--- src/rtl/tetris_input_timer.sv ---
// ---------------------------------------------------------------------------
// tetris_input_timer
//   Front end of the game core. Conditions the four raw push-buttons into
//   single-cycle move/rotate strobes and generates the score-dependent
//   gravity strobe.
//
//   Optional feature macro: TETRIS_AUTOREPEAT_EN
//     defined   : held left/right/down keys auto-repeat (rotate never repeats)
//     undefined : exactly one strobe per accepted press, no repeat hardware
//
// Ports
//   clk        in   system clock
//   rst_n      in   asynchronous active-low reset
//   key_n[3:0] in   raw buttons, active-low, asynchronous
//                   [3]=left [2]=right [1]=down [0]=rot
//   score[7:0] in   current score from the core
//   game_over  in   core game-over flag
//   k_left     out  one-cycle move-left strobe
//   k_right    out  one-cycle move-right strobe
//   k_down     out  one-cycle soft-drop strobe
//   k_rot      out  one-cycle rotate strobe
//   drop_tick  out  one-cycle gravity strobe
//
// Handshake: none. Every output is a registered single-cycle pulse with no
// back-pressure; the consumer must act on it in the cycle it is high.
// ---------------------------------------------------------------------------
module tetris_input_timer #(
    parameter int DEB_CYC   = 500_000,
    parameter int REP_DLY   = 15_000_000,
    parameter int REP_PER   = 5_000_000,
    parameter int DROP_BASE = 50_000_000,
    parameter int DROP_STEP = 2_500_000,
    parameter int DROP_MIN  = 5_000_000
) (
    input  logic       clk,
    input  logic       rst_n,
    input  logic [3:0] key_n,
    input  logic [7:0] score,
    input  logic       game_over,
    output logic       k_left,
    output logic       k_right,
    output logic       k_down,
    output logic       k_rot,
    output logic       drop_tick
);

    localparam int DW = $clog2(DEB_CYC) + 1;

    // -----------------------------------------------------------------------
    // Synchroniser, active-high level register and per-key debounce
    // -----------------------------------------------------------------------
    logic [3:0]    sync1;
    logic [3:0]    sync2;
    logic [3:0]    lvl;       // synced level, active-high
    logic [3:0]    acc;       // accepted (debounced) level
    logic [3:0]    acc_d;     // accepted level one cycle ago, for edge detect
    logic [DW-1:0] deb_cnt [4];

    always_ff @(posedge clk or negedge rst_n) begin
        if (!rst_n) begin
            sync1 <= 4'hF;
            sync2 <= 4'hF;
            lvl   <= 4'h0;
            acc   <= 4'h0;
            acc_d <= 4'h0;
            for (int i = 0; i < 4; i++) begin
                deb_cnt[i] <= '0;
            end
        end else begin
            sync1 <= key_n;
            sync2 <= sync1;
            lvl   <= ~sync2;
            acc_d <= acc;
            for (int i = 0; i < 4; i++) begin
                // The counter measures an unbroken run of cycles where the
                // synced level disagrees with the accepted one.
                if (lvl[i] == acc[i]) begin
                    deb_cnt[i] <= '0;
                end else if (deb_cnt[i] == DW'(DEB_CYC - 1)) begin
                    acc[i]     <= lvl[i];
                    deb_cnt[i] <= '0;
                end else begin
                    deb_cnt[i] <= deb_cnt[i] + 1'b1;
                end
            end
        end
    end

    logic [3:0] press;
    assign press = acc & ~acc_d;

    // -----------------------------------------------------------------------
    // Auto-repeat for left/right/down. Index j covers key j+1.
    // -----------------------------------------------------------------------
    logic [2:0] rep_fire;

`ifdef TETRIS_AUTOREPEAT_EN
    localparam int REP_MAX = (REP_DLY > REP_PER) ? REP_DLY : REP_PER;
    localparam int RW      = $clog2(REP_MAX) + 1;

    logic [2:0]    rep_act;    // repeat timer armed for this key
    logic [2:0]    rep_first;  // waiting for the first (longer) interval
    logic [RW-1:0] rep_cnt [3];

    always_comb begin
        rep_fire = 3'b000;
        for (int j = 0; j < 3; j++) begin
            rep_fire[j] = rep_act[j] & acc[j+1] &
                          (rep_cnt[j] == (rep_first[j] ? RW'(REP_DLY - 1)
                                                       : RW'(REP_PER - 1)));
        end
    end

    always_ff @(posedge clk or negedge rst_n) begin
        if (!rst_n) begin
            rep_act   <= 3'b000;
            rep_first <= 3'b000;
            for (int j = 0; j < 3; j++) begin
                rep_cnt[j] <= '0;
            end
        end else begin
            for (int j = 0; j < 3; j++) begin
                if (game_over || !acc[j+1]) begin
                    // Release or game over cancels the repeat at once.
                    rep_act[j]   <= 1'b0;
                    rep_first[j] <= 1'b0;
                    rep_cnt[j]   <= '0;
                end else if (press[j+1]) begin
                    rep_act[j]   <= 1'b1;
                    rep_first[j] <= 1'b1;
                    rep_cnt[j]   <= '0;
                end else if (rep_act[j]) begin
                    if (rep_fire[j]) begin
                        rep_first[j] <= 1'b0;
                        rep_cnt[j]   <= '0;
                    end else begin
                        rep_cnt[j] <= rep_cnt[j] + 1'b1;
                    end
                end
            end
        end
    end
`else
    assign rep_fire = 3'b000;
`endif

    // -----------------------------------------------------------------------
    // Strobe selection: left+right together cancel each other, game over
    // silences everything. strobe_nx is the value the output flops take.
    // -----------------------------------------------------------------------
    logic [3:0] strobe_nx;

    always_comb begin
        strobe_nx = {press[3:1] | rep_fire, press[0]};
        if (acc[3] && acc[2]) begin
            strobe_nx[3:2] = 2'b00;
        end
        if (game_over) begin
            strobe_nx = 4'b0000;
        end
    end

    always_ff @(posedge clk or negedge rst_n) begin
        if (!rst_n) begin
            k_left  <= 1'b0;
            k_right <= 1'b0;
            k_down  <= 1'b0;
            k_rot   <= 1'b0;
        end else begin
            k_left  <= strobe_nx[3];
            k_right <= strobe_nx[2];
            k_down  <= strobe_nx[1];
            k_rot   <= strobe_nx[0];
        end
    end

    // -----------------------------------------------------------------------
    // Gravity
    // -----------------------------------------------------------------------
    logic [31:0] prod;
    logic [31:0] p_calc;
    logic [31:0] p_reg;
    logic [31:0] p_eff;
    logic [31:0] drop_cnt;
    logic        first;    // first cycle after reset release
    logic        wrap;

    always_comb begin
        prod = 32'(score) * 32'(DROP_STEP);
        if (prod >= 32'(DROP_BASE)) begin
            p_calc = 32'(DROP_MIN);
        end else if ((32'(DROP_BASE) - prod) < 32'(DROP_MIN)) begin
            p_calc = 32'(DROP_MIN);
        end else begin
            p_calc = 32'(DROP_BASE) - prod;
        end
    end

    // In the very first cycle the period register has not been loaded yet,
    // so the freshly computed period stands in for it.
    assign p_eff = first ? p_calc : p_reg;
    assign wrap  = (drop_cnt == (p_eff - 32'd1));

    always_ff @(posedge clk or negedge rst_n) begin
        if (!rst_n) begin
            drop_cnt  <= '0;
            p_reg     <= 32'(DROP_BASE);
            first     <= 1'b1;
            drop_tick <= 1'b0;
        end else begin
            first <= 1'b0;
            if (first) begin
                p_reg <= p_calc;
            end
            // A soft-drop restarts the gravity period and beats a
            // coincident wrap, so gravity never doubles a soft-drop.
            if (game_over || strobe_nx[1]) begin
                drop_cnt  <= '0;
                drop_tick <= 1'b0;
            end else if (wrap) begin
                drop_cnt  <= '0;
                drop_tick <= 1'b1;
                p_reg     <= p_calc;
            end else begin
                drop_cnt  <= drop_cnt + 32'd1;
                drop_tick <= 1'b0;
            end
        end
    end

endmodule

--- config.mk ---
export PLATFORM = sky130hd
export DESIGN_NAME = tetris_input_timer
export DESIGN_NICKNAME = d
export VERILOG_FILES = /design/src/rtl/tetris_input_timer.sv
export SDC_FILE = /design/constraint.sdc
export NUM_CORES = 1
export LEC_CHECK = 0
export CAP_MARGIN = 20
export CORE_ASPECT_RATIO = 0.8
export CORE_UTILIZATION = 40
export DETAILED_ROUTE_END_ITERATION = 8
export HOLD_SLACK_MARGIN = 0.05
export PLACE_DENSITY = 0.54
export SYNTH_ARGS = -nofsm -noshare
export SYNTH_HDL_FRONTEND = slang
export SYNTH_SLANG_ARGS = --single-unit
--- constraint.sdc ---
create_clock -name clk -period 13.7 [get_ports clk]
set_clock_uncertainty 0.2 [all_clocks]
set_input_delay 3.425 -clock clk [delete_from_list [all_inputs] [get_ports clk]]
set_output_delay 3.425 -clock clk [all_outputs]
set_load 0.005 [all_outputs]
Yosys cells after proc, flatten, opt, wreduce, memory -nomap -nowiden
Index checks and enable logic that the tools add are counted.
{ "totals": {"register_bits": 170, "ramBits": 0, "latch_bits": 0, "rom_bits": 0, "output_inout_bits": 5, "word_cells": 71, "inputBits": 15, "mem_count": 0} }
{ "classes": {"muxes": 19, "mul": 1, "n_shift": 0, "n_div": 0, "reduce_logical": 6, "bitwise": 7, "eq_ne": 9, "n_lt_le_gt_ge": 2, "addsub": 7} }
{ "op_table": {"columns": ["op", "count"], "rows": [
  ["$mux 32", 7],
  ["$mux 20", 8],
  ["$add 20x1->20 const B", 4],
  ["$eq 20x19->1 const B", 4],
  ["$add 32x1->32 const B", 1],
  ["$eq 32x32->1", 1],
  ["$lt 32x23->1 const B", 1],
  ["$sub 32x1->32 const B", 1],
  ["$sub 26x30->31 const A", 1],
  ["$ge 30x26->1 const B", 1],
  ["$mul 8x17->25 const B", 1],
  ["$not 4->4", 2],
  ["$reduce_and 2->1", 4],
  ["$and 4x4->4", 1],
  ["$eq 1x1->1", 4],
  ["$mux 4", 1],
  ["$not 1->1", 4],
  ["$mux 1", 2],
  ["$mux 2", 1],
  ["$logic_and 1x1->1", 1],
  ["$logic_or 1x1->1", 1]
]} }

Longest topological paths before layout
Gate-level depths: netlist of the first run.
{ "depth": {"ltp_word": 10, "ltp_mapped": 33, "depth_no_buf": 26} }

Worst setup path before layout of the first run
Ideal clock, no wire load.
{ "synth_timing": {"kind": "input to register", "from": "input score[6]", "to": "register p_reg[25]", "arrival_ns": 10.240, "path_buffers": 3, "t_required_ns": 13.418, "setup_time_ns": 0.082, "path_stages": 27, "path_slack_ns": 3.178, "cell_sequence": "inv_1 > ha_1 > inv_1 > fa_1 > fa_1 > fa_1 > ha_1 > o211a_1 > a21bo_2 > a311o_4 > a2111oi_4 > a211oi_4 > nor4b_4 > o21a_2 > o211a_4 > o21ai_4 > buf_6 > buf_6 > a31oi_2 > or3_1 > mux2i_1 > o221ai_1 > or4_4 > nor4_4 > a21oi_4 > buf_6 > mux2_4"} }
{ "synth_via": {"elab_chain_len": 10, "word_cells_on_any_way": 11, "classes_between": "add/sub (2); mul (1); order compare (2); eq/ne (1); mux (5)"} }
{ "synth_rtl": {"columns": ["element", "line", "rtl"], "rows": [
  ["from (decl)", "38", "input logic [7:0] score,"],
  ["$mul 8x17->25 *", "189", "prod = 32'(score) * 32'(DROP_STEP);"],
  ["$sub 26x30->31", "192, 195", null],
  ["$lt 32x23->1", "192", "end else if ((32'(DROP_BASE) - prod) < 32'(DROP_MIN)) begin"],
  ["$mux 32", "192", null],
  ["$mux 32 *", "190", "if (prod >= 32'(DROP_BASE)) begin"],
  ["$mux 32", "201, 212", null],
  ["$sub 32x1->32", "202", "assign wrap = (drop_cnt == (p_eff - 32'd1));"],
  ["$eq 32x32->1", "202", null],
  ["$mux 32", "220", "end else if (wrap) begin"],
  ["$mux 32 *", "217", "if (game_over || strobe_nx[1]) begin"],
  ["to (signal assigned)", "207", "p_reg <= 32'(DROP_BASE);"],
  ["to (signal assigned)", "213", "p_reg <= p_calc;"],
  ["to (signal assigned)", "223", "p_reg <= p_calc;"],
  ["to (decl)", "182", "logic [31:0] p_reg;"]
]} }
Every way passes the cells marked *; elsewhere a longest branch is shown, timed or not.
A chain may end at the register's enable or synchronous reset.

Worst setup path in the final report of the first run
{ "layout_timing": {"from": "input score[6]", "to": "register p_reg[17]"} }
Same word-level chain as after synthesis.

==> results of run 1 <==
## final cells by class
type,instances,area [um2],area share [%]
multi-input combinational,1124,7880,57.5
sequential,170,4280,31.2
tap,413,517,3.77
clock buffer,22,464,3.39
inverter,66,248,1.81
timing repair buffer,25,236,1.72
clock inverter,10,83.8,0.611
## layout by cell type (no fill, tap or decap), types with 9 or more instances in the layout
cell	count
a21oi_1	52
a31oi_1	25
and2_1	15
and3_1	29
clkbuf_16	17
clkdlybuf4s50_1	18
dfrtp_1	149
dfstp_2	21
fa_1	18
ha_1	78
inv_1	66
mux2_2	13
mux2i_1	9
nand2_1	104
nand2b_1	9
nand3_1	63
nand4_1	38
nor2_1	190
nor2b_1	14
nor3_1	40
nor4_1	20
o211ai_1	9
o21ai_0	37
or3_1	22
xnor2_1	82
xor2_1	83
## synth_stat cells (4+ instances only)
| cell | count | area share, % |
|---|---|---|
| a211o_1 | 5 | 0.35 |
| a31o_2 | 8 | 0.55 |
| nand2_1 | 104 | 3.1 |
| dfrtp_1 | 149 | 29 |
| clkbuf_1 | 23 | 0.68 |
| mux2_2 | 13 | 1.2 |
| nand3_1 | 63 | 2.5 |
| nand2b_1 | 9 | 0.45 |
| a32oi_1 | 6 | 0.42 |
| inv_1 | 66 | 2.0 |
| and3_1 | 29 | 1.4 |
| or4_1 | 6 | 0.36 |
| nor4_1 | 20 | 0.99 |
| o21ai_0 | 37 | 1.5 |
| or3_1 | 22 | 1.1 |
| xor2_1 | 83 | 5.8 |
| nand4_1 | 38 | 1.9 |
| a211oi_1 | 6 | 0.36 |
| buf_6 | 4 | 0.36 |
| xnor2_1 | 82 | 5.7 |
| a21o_1 | 8 | 0.48 |
| nor4b_1 | 4 | 0.28 |
| nand3b_1 | 4 | 0.24 |
| dfstp_2 | 21 | 4.4 |
| o211a_1 | 5 | 0.40 |
| o211ai_1 | 9 | 0.53 |
| mux2i_1 | 9 | 0.71 |
| o21a_1 | 5 | 0.30 |
| a21oi_1 | 52 | 2.1 |
| buf_2 | 16 | 0.63 |
| fa_1 | 18 | 2.9 |
| or2_2 | 8 | 0.40 |
| o31ai_1 | 5 | 0.30 |
| nor2b_1 | 14 | 0.69 |
| ha_1 | 78 | 7.7 |
| and4_1 | 6 | 0.42 |
| nor2_1 | 190 | 5.6 |
| and2_1 | 15 | 0.74 |
| o41ai_1 | 6 | 0.42 |
| a31oi_1 | 25 | 1.2 |
| nor3_1 | 40 | 1.6 |
## where the power goes
| part | leakage (uW) | switching (uW) | internal, uW |
|---|---|---|---|
| combinational | 0.00325 | 674 | 369 |
| sequential | 0.00225 | 19.3 | 533 |
| clock | 0.000252 | 218 | 245 |
| total | 0.00575 | 911 | 1150 |
## metal layers
| layer | share of wire (%) | vias up |
|---|---|---|
| met5 | 0 | - |
| met4 | 1.1 | 0 |
| met3 | 4.8 | 30 |
| met2 | 39 | 225 |
| met1 | 55 | 4913 |
| li1 | - | 5002 |
## cell families after synthesis
kind of cell               after synthesis  synth area share (%)
xor gates and xnor gates               166                  11.6
AOI/OAI and AO/OA                      241                  14.4
muxes                                   23                  1.99
DFF                                    170                  33.9
adders and majority gates               96                  10.6
and+or+nand+nor                        597                  23.8
other                                    1                0.0297
buffers and inverters                  113                  3.79
## worst max-delay path, stage by stage
cell and delay (ns):
clkdlybuf4s50_1 0.72, inv_1 0.09, ha_1 0.33, inv_1 0.07, fa_1 0.52, fa_1 0.45
fa_1 0.49, ha_1 0.41, o211a_1 0.18, a21boi_1 0.32, nor3_1 0.16, nor3_2 0.66
a311oi_4 0.29, nor4_1 0.50, nor2_2 0.13, o211a_4 0.20, o21ai_4 0.31, a31oi_1 0.40
nor3_1 0.63, nand3_1 0.18, nand4bb_1 0.33, a2111oi_4 0.53, and3_1 0.61, and2_0 0.48
mux2i_1 0.24
## metrics by stage
step | hold WS [ns] | power [uW]
finish | 0.159 | 2060
global route | 0.162 | 2210
CTS | 0.160 | 2060
detailed placement | 0.149 | 1590
global placement | 0.146 | 1590
floorplan | 0.145 | 1360
## final timing paths
check / from / endpoint / slack [ns] / cells past startpoint
setup / recovery: score[6] / p_reg[17] / 1.16 / 25
hold / removal: sync1[3] / sync2[3] / 0.16 / 0
setup reg to reg: first / p_reg[17] / 8.18 / 10
hold reg to reg: sync1[3] / sync2[3] / 0.16 / 0
max in group asynchronous: rst_n / drop_cnt[16] / 8.89 / 2
min in group asynchronous: rst_n / p_reg[5] / 2.88 / 1
==> results.ini, run 1 <==
[outcome]
status = finished clean

[power]
peakVddDrop_mv = 0.0874
power.density_mw_per_mm2 = 150
leakage_uw = 0.00575

[placement]
dp_cells = 1798
dpl_cell_area_mm2 = 0.0132
dpl.hpwl_um = 23300
routabilityCongestion = 0.895
io_buffers = 19
preCtsSetupSlack_ns = 0.907

[layout]
post-route-util_pct = 44.6
final_area_mm2 = 0.0137
nets = 1515
final_cell_count_no_fill = 1830
syn_to_final_growth_pct = 8.46
largest_reg_flops = 80
antenna_cells = 0
final_layout_size_suffix_gt1_share_pct = 8.75
n_fill_cell = 2980

[timing]
setup_violations = 0
setup_slack_ns = 1.16
hold_viol = 0
drv_slew = 0
min_period_ns = 12.54
rsz0062_at_grt = no
max_freq_ghz = 0.0797
maxSlewHeadroom_pct = 37.6
max_slew.worst_pin.slew_ns = 0.924
fin_crit_sh_pct = 91.5
setup-tns-final_ns = 0

[clock_network]
cts_setup_buffers = 0
cts_tree = done
path_clk_slew_ns = 0.07
ctsHoldBuffers = 0
ctsResizeCount = 0
clockBufferDepth = 2
clock_latency_ns = 0.45
cts_root_buffer = clkbuf_16
cts.sinks = 170
cts_buffers = 17
htreeDepth = 4

[synth]
yosysSeqAreaShare_pct = 33.9
ys_types = 108
syn_inst = 1407
synth_nets = 1518
avgSynthCellArea_um2 = 8.98
synth_edf_count = 0
yosysWarnings = 0
syn-cell-area_mm2 = 0.0126
synth-seq-cells = 170
async_flop_share_pct = 100
ys.flop_type = dfrtp_1

[die]
core_area_mm2 = 0.0307
num_rows = 57
start_util_pct = 41.1
die_height_um = 161
ios = 20
dieArea_mm2 = 0.0323
die_x_um = 201

[route]
wl_per_cell_um = 17.0
vias = 10200
drt-initial-drc-count = 796
viasPerCell = 5.56
final_antenna_net_count = 0
finalWirelength_um = 31100
drc = 0
dr.pass1.iters = 7

[global_routing]
grt_pass1_vias = 9643
grt_use_met3_pct = 3.21
met1_usage_pct = 31.9
grt_max_degree = 97
grt.total_usage_pct = 20.1
antenna_found_initial = 0
gr-total-overflow = 0
gr-usage-met2_pct = 27.9
busiest_layer = met1
grt_pass1_wl_um = 52100

[critical_path]
start_kind = input port
required_ns = 13.87
critPathKind = in2reg
critPathCaptureType = flip-flop
crit_fanout = 32
arrival_ns = 12.71

[hold_path]
hold_class = reg2reg

[flow_run]
cap_violations = 0

(Power assumes the default switching activity.)
==> inputs of run 2 (changes only) <==
--- a/config.mk
+++ b/config.mk
@@ -5,12 +5,13 @@
 export SDC_FILE = /design/constraint.sdc
 export NUM_CORES = 1
 export LEC_CHECK = 0
-export CAP_MARGIN = 20
+export CAP_MARGIN = 15
 export CORE_ASPECT_RATIO = 0.8
 export CORE_UTILIZATION = 40
 export DETAILED_ROUTE_END_ITERATION = 8
 export HOLD_SLACK_MARGIN = 0.05
 export PLACE_DENSITY = 0.54
+export REMOVE_ABC_BUFFERS = 1
 export SYNTH_ARGS = -nofsm -noshare
 export SYNTH_HDL_FRONTEND = slang
 export SYNTH_SLANG_ARGS = --single-unit
==> run 2 against run 1 <==
  * Clock-buffer cell count down 5
  * Combinational power about the same
  * Cell area up 0.41%
  * Core utilization up 0.18 points
  * Die area unchanged
  * Maximum frequency up 1.7%
  * Hold slack worse by 0.0027 ns
  * Clock power up 4%
  * Global-route usage down 0.31 points
  * Routed wire length down 2.5%
  * Critical path type unchanged
  * Largest power group unchanged
==> results.ini, run 2 (synthesis gave the netlist of run 1 again) <==
[critical_path]
cp-startpoint = score[6]  ; unchanged
cp-endpoint = p_reg[24]  ; was p_reg[17]
start_kind = input port  ; unchanged
required_ns = 13.84  ; was 13.87 ns
r2r_slack_ns = 8.37  ; was 8.18 ns
crit_fanout = 32  ; unchanged
critPathKind = in2reg  ; unchanged
r2r_start = first  ; unchanged
critPathCaptureType = flip-flop  ; unchanged
rr_worst_depth = 12  ; was 10
arrival_ns = 12.48  ; was 12.71 ns
rr_endpoint = p_reg[24]  ; was p_reg[17]

[clock_network]
path_clk_slew_ns = 0.08  ; was 0.07 ns
htreeDepth = 4  ; unchanged
cts_buffers = 17  ; unchanged
cts_tree = done  ; unchanged
ctsHoldBuffers = 0  ; unchanged
clock_latency_ns = 0.45  ; about the same
ctsResizeCount = 0  ; unchanged
cts_root_buffer = clkbuf_16  ; unchanged
clockBufferDepth = 2  ; unchanged
cts_setup_buffers = 0  ; unchanged
cts.sinks = 170  ; unchanged

[route]
viasPerCell = 5.53  ; was 5.56
dr.pass1.iters = 5  ; was 7
drt-initial-drc-count = 914  ; was 796
finalWirelength_um = 30300  ; was 31100 um
final_antenna_net_count = 0  ; unchanged
drc = 0  ; unchanged
wl_per_cell_um = 16.6  ; was 17.0 um
vias = 10100  ; was 10200

[power]
peakVddDrop_mv = 0.0983  ; was 0.0874 mV
power_switching_uw = 914  ; was 911 uW
p_total_uw = 2070  ; was 2060 uW
power.density_mw_per_mm2 = 151  ; was 150 mW/mm2
combinationalPowerShare_pct = 50.1  ; was 50.7%
leakage_uw = 0.00579  ; was 0.00575 uW
power_frac_seq_pct = 26.6  ; was 26.8%
p_sw_share_pct = 44.1  ; was 44.3%
p_int_uw = 1160  ; was 1150 uW
power_frac_clock_pct = 23.3  ; was 22.5%

[die]
dieArea_mm2 = 0.0323  ; unchanged
die_x_um = 201  ; unchanged
num_rows = 57  ; unchanged
core_area_mm2 = 0.0307  ; unchanged
start_util_pct = 41.1  ; unchanged
die_height_um = 161  ; unchanged
ios = 20  ; unchanged

[timing]
setup-tns-final_ns = 0  ; unchanged
max_freq_ghz = 0.0811  ; was 0.0797 GHz
hold_viol = 0  ; unchanged
setup_violations = 0  ; unchanged
setup_slack_ns = 1.37  ; was 1.16 ns
fin_crit_sh_pct = 90.0  ; was 91.5%
max_slew.worst_pin.slew_ns = 0.869  ; was 0.924 ns
rsz0062_at_grt = no  ; unchanged
maxSlewHeadroom_pct = 41.3  ; was 37.6%
min_period_ns = 12.33  ; was 12.54 ns
drv_slew = 0  ; unchanged

[layout]
post-route-util_pct = 44.8  ; was 44.6%
largest_reg_flops = 80  ; unchanged
n_fill_cell = 2999  ; was 2980
layout_commonest_cell = nor2_1  ; unchanged
syn_to_final_growth_pct = 8.91  ; was 8.46%
nets = 1517  ; was 1515
final_layout_size_suffix_gt1_share_pct = 9.09  ; was 8.75%
antenna_cells = 0  ; unchanged
final_cell_mix = 190 x nor2_1, 149 x dfrtp_1, 104 x nand2_1  ; unchanged
final_cell_count_no_fill = 1832  ; was 1830

[global_routing]
antenna_found_initial = 0  ; unchanged
grt_pass1_vias = 9541  ; was 9643
grt.total_usage_pct = 19.8  ; was 20.1%
met1_usage_pct = 31.4  ; was 31.9%
grt_use_met3_pct = 4.32  ; was 3.21%
busiest_layer = met1  ; unchanged
gr-usage-met2_pct = 27.0  ; was 27.9%
grt_max_degree = 62  ; was 97
gr-total-overflow = 0  ; unchanged
grt_pass1_wl_um = 51400  ; was 52100 um

[placement]
dpl.hpwl_um = 23100  ; was 23300 um
io_buffers = 19  ; unchanged
preCtsSetupSlack_ns = 1.03  ; was 0.907 ns
dp_cells = 1800  ; was 1798
routabilityCongestion = 0.934  ; was 0.895

[flow_run]
cap_violations = 0  ; unchanged

[hold_path]
worstHoldPathCells = 0  ; unchanged
hold_class = reg2reg  ; unchanged

[outcome]
status = finished clean  ; unchanged

[run 2: metrics by stage]
step	hold WS (ns)	instance area [um2]
2_1_floorplan	0.145	12400
3_5_place_dp	0.147	13200
3_3_place_gp	0.146	13200
6_report	0.156	13800
5_1_grt	0.159	13800
4_1_cts	0.157	13800
[run 2: how the worst min path moves through the flow]
stage	from	end	slack (ns)
3_5_place_dp	sync1[3]	sync2[3]	0.15
5_1_grt	sync1[3]	sync2[3]	0.16
4_1_cts	sync1[3]	sync2[3]	0.16
3_3_place_gp	sync1[3]	sync2[3]	0.15
2_1_floorplan	sync1[0]	sync2[0]	0.15
6_report	sync1[3]	sync2[3]	0.16
[run 2: final cells by class]
class                           instances  area (um2)  share of cell area, %
Tap cell                              413         517                   3.75
Sequential cell                       170        4280                   31.1
Inverter                               66         248                   1.80
Clock inverter                         15         164                   1.19
Timing Repair Buffer                   27         251                   1.83
Clock buffer                           17         425                   3.09
Multi-Input combinational cell       1124        7880                   57.2
[run 2: power groups by stage]
stage,Combinational (uW),Sequential [uW],Clock [uW]
2_1_floorplan,787,556,0
3_3_place_gp,1030,560,0
3_5_place_dp,1020,560,0
4_1_cts,1030,551,499
5_1_grt,1150,554,517
6_report,1040,552,482
[run 2: worst max-delay path, stage by stage]
cell and delay, ns:
clkdlybuf4s50_1 0.74, inv_1 0.09, ha_1 0.34, inv_1 0.07, fa_1 0.53, fa_1 0.44, fa_1 0.49, ha_1 0.40
a21oi_1 0.44, a21boi_1 0.22, nor3_2 0.70, a31oi_1 0.28, mux2i_1 0.20, o21bai_1 0.12, o21a_1 0.16, o21ai_4 0.67
a31oi_1 0.35, or2_2 0.40, nor4_1 0.36, mux2i_1 0.45, a211oi_1 0.21, and3_1 0.23, buf_4 0.19, a21oi_4 0.55
mux2_2 0.41
[run 2: routing by layer]
metal  part of all wire [%]  vias to the layer above
li1                       -                     5009
met2                     40                      192
met3                    4.4                       26
met4                    1.1                        0
met1                     55                     4901
met5                      0                        -
==> inputs of run 3 (changes only) <==
--- a/config.mk
+++ b/config.mk
@@ -5,10 +5,12 @@
 export SDC_FILE = /design/constraint.sdc
 export NUM_CORES = 1
 export LEC_CHECK = 0
+export ABC_AREA = 1
 export CAP_MARGIN = 15
 export CORE_ASPECT_RATIO = 0.8
 export CORE_UTILIZATION = 40
 export DETAILED_ROUTE_END_ITERATION = 8
+export GPL_ROUTABILITY_DRIVEN = 0
 export HOLD_SLACK_MARGIN = 0.05
 export PLACE_DENSITY = 0.54
 export REMOVE_ABC_BUFFERS = 1
==> run 3 against run 2 <==
  * Via count grew 18%
  * Combinational power decreased by 23%
  * Non-clock buffer count shrank 3
  * Register-to-register slack better by 0.24 ns
  * Sequential power fell by 3%
  * Clock-buffer cell count grew 1
  * Final cell count is 32% higher
  * Global-route usage about the same
  * Sequential cell count did not move
  * Clock power up 8.9%
  * Routed wire length rose by 6.3%
  * Critical path type unchanged
==> results.ini, run 3 <==
[outcome]
status = finished clean  ; unchanged

[die]
die_height_um = 166  ; was 161 um
dieArea_mm2 = 0.0343  ; was 0.0323 mm2
core_area_mm2 = 0.0328  ; was 0.0307 mm2
start_util_pct = 41.0  ; was 41.1%
ios = 20  ; unchanged
die_x_um = 207  ; was 201 um
num_rows = 59  ; was 57

[flow_run]
cap_violations = 0  ; unchanged

[layout]
final_cell_mix = 523 x nand2_1, 334 x inv_1, 217 x nor2_1  ; was 190 x nor2_1, 149 x dfrtp_1, 104 x nand2_1
layout_commonest_cell = nand2_1  ; was nor2_1
n_fill_cell = 3413  ; was 2999
syn_to_final_growth_pct = 9.17  ; was 8.91%
regArea_mm2 = 0.00428  ; unchanged
multi_input_area_mm2 = 0.00765  ; was 0.00788 mm2
nets = 2090  ; was 1517
final_cell_count_no_fill = 2419  ; was 1832
largest_reg_flops = 80  ; unchanged
final_layout_size_suffix_gt1_share_pct = 8.38  ; was 9.09%
antenna_cells = 0  ; unchanged
post-route-util_pct = 44.8  ; about the same

[synth]
syn-cell-area_mm2 = 0.0134  ; was 0.0126 mm2
yosysWarnings = 0  ; unchanged
synth-seq-cells = 170  ; unchanged
syn_inst = 1964  ; was 1407
synth_common_cells = 523 x nand2_1, 334 x inv_1, 218 x nor2_1  ; was 190 x nor2_1, 149 x dfrtp_1, 104 x nand2_1
synth_edf_count = 0  ; unchanged
synth_top_area_share_pct = 27.7  ; was 29.5%
synth.most_common_cell = nand2_1  ; was nor2_1
async_flop_share_pct = 100  ; unchanged
synth_largest_area_cell = dfrtp_1  ; unchanged
ys.flop_type = dfrtp_1  ; unchanged
yosysSeqAreaShare_pct = 31.8  ; was 33.9%
ys_types = 44  ; was 108
synth.area.top_cells = dfrtp_1 28%, nand2_1 15%, inv_1 9.3%, ha_1 7.3%, nor2_1 6.1%  ; was dfrtp_1 29%, ha_1 7.7%, xor2_1 5.8%, xnor2_1 5.7%, nor2_1 5.6%
avgSynthCellArea_um2 = 6.84  ; was 8.98 um2

[critical_path]
crit_top_cell = nand2_1  ; was fa_1
rr_endpoint = drop_cnt[1]  ; was p_reg[24]
cp_slowest_cell = clkdlybuf4s50_1  ; unchanged
rr_worst_depth = 18  ; was 12
r2r_slack_ns = 8.61  ; was 8.37 ns
start_kind = input port  ; unchanged
cpPeakStageDelay_ns = 0.76  ; was 0.74 ns
arrival_ns = 11.65  ; was 12.48 ns
crit_fanout = 30  ; was 32
critPathCaptureType = flip-flop  ; unchanged
critPathKind = in2reg  ; unchanged
required_ns = 13.82  ; was 13.84 ns
r2r_start = first  ; unchanged

[clock_network]
cts_tree = done  ; unchanged
cts_root_buffer = clkbuf_16  ; unchanged
cts_buffers = 17  ; unchanged
clockBufferDepth = 2  ; unchanged
clock_latency_ns = 0.44  ; was 0.45 ns
ctsResizeCount = 0  ; unchanged
ctsHoldBuffers = 0  ; unchanged
cts.sinks = 170  ; unchanged
cts_setup_buffers = 0  ; unchanged
htreeDepth = 4  ; unchanged
path_clk_slew_ns = 0.08  ; about the same

[route]
drt-initial-drc-count = 751  ; was 914
vias = 11900  ; was 10100
wl_per_cell_um = 13.3  ; was 16.6 um
dr.pass1.iters = 5  ; unchanged
finalWirelength_um = 32200  ; was 30300 um
drc = 0  ; unchanged
viasPerCell = 4.93  ; was 5.53
final_antenna_net_count = 0  ; unchanged

[timing]
setup-tns-final_ns = 0  ; unchanged
fin_crit_sh_pct = 84.2  ; was 90.0%
max_freq_ghz = 0.0867  ; was 0.0811 GHz
max_slew.worst_pin.slew_ns = 0.970  ; was 0.869 ns
setup_violations = 0  ; unchanged
min_period_ns = 11.53  ; was 12.33 ns
maxSlewHeadroom_pct = 35.4  ; was 41.3%
drv_slew = 0  ; unchanged
hold_viol = 0  ; unchanged
rsz0062_at_grt = no  ; unchanged
holdWs_ns = 0.152  ; was 0.156 ns

[global_routing]
grt_pass1_vias = 11400  ; was 9541
grt_max_degree = 77  ; was 62
grt.total_usage_pct = 19.8  ; about the same
antenna_found_initial = 0  ; unchanged
gr-total-overflow = 0  ; unchanged
grt_pass1_wl_um = 55700  ; was 51400 um

[power]
p_total_uw = 1860  ; was 2070 uW
power.density_mw_per_mm2 = 127  ; was 151 mW/mm2
leakage_uw = 0.00754  ; was 0.00579 uW
peakVddDrop_mv = 0.0849  ; was 0.0983 mV

[hold_path]
min-delay-start = sync1[3]  ; unchanged
hold_class = reg2reg  ; unchanged
whs_endpoint = sync2[3]  ; unchanged
worstHoldPathCells = 0  ; unchanged

[placement]
dpl.hpwl_um = 24500  ; was 23100 um
io_buffers = 19  ; unchanged
dp_cells = 2387  ; was 1800

run 3: worst max-delay path by stage:
stage | startpoint | end | slack [ns] | cells after the start
finish | score[6] | drop_cnt[1] | 2.17 | 36
floorplan | score[6] | drop_cnt[0] | 4.16 | 39
CTS | score[6] | drop_cnt[1] | 2.27 | 36
detailed placement | score[6] | drop_cnt[0] | 1.84 | 36
global route | score[6] | drop_cnt[31] | 1.31 | 37
global placement | score[6] | drop_cnt[0] | 1.84 | 37
run 3: metal layers:
| layer | track usage, % | up-vias | wire length, um |
|---|---|---|---|
| met2 | 30.2 | 193 | 13800 |
| met3 | 2.61 | 25 | 1060 |
| met5 | 0 | - | 0 |
| met1 | 29.8 | 5497 | 17000 |
| met4 | 4.06 | 0 | 335 |
| li1 | - | 6205 | - |
run 3: final cells by class:
class / instances / area share [%]
multi-input cells: 1406 / 52.1
clock inverters: 14 / 1.38
clock buffers: 18 / 2.92
flip-flops and latches: 170 / 29.2
well taps: 427 / 3.64
repair buffers: 24 / 1.56
inverters: 360 / 9.21
run 3: kinds of logic (layout without fill, tap and decap cells):
logic type	Yosys count	count (layout)	share of synthesized area, %
AND/OR/NAND/NOR	1107	1107	37.1
buffers and inverters	388	416	11.3
flip-flops	170	170	31.8
AO/OA/AOI/OAI	136	136	5.44
adder cells (fa/ha/maj)	96	96	9.94
XOR/XNOR	62	62	4.04
multiplexers	4	4	0.335
other	1	1	0.0279
run 3: per-stage QoR:
| stage | setup slack [ns] | area [um2] |
|---|---|---|
| floorplan | 4.16 | 13300 |
| global placement | 1.84 | 14000 |
| detailed placement | 1.84 | 14000 |
| CTS | 2.27 | 14700 |
| global route | 1.31 | 14700 |
| finish | 2.17 | 14700 |
run 3: report_power, final:
group / switching, uW / internal, uW / total [uW]
clock: 229 / 296 / 525
sequential: 8.52 / 526 / 535
combinational: 548 / 253 / 801
total: 785 / 1070 / 1860
run 3: worst max-delay path: cells and delay by family:
| family | cells | cell delay (ns) |
|---|---|---|
| AND/OR/NAND/NOR | 25 | 4.46 |
| adder cells (fa/ha/maj) | 5 | 2.19 |
| buffers and inverters | 4 | 1.03 |
| AO/OA/AOI/OAI | 2 | 0.53 |
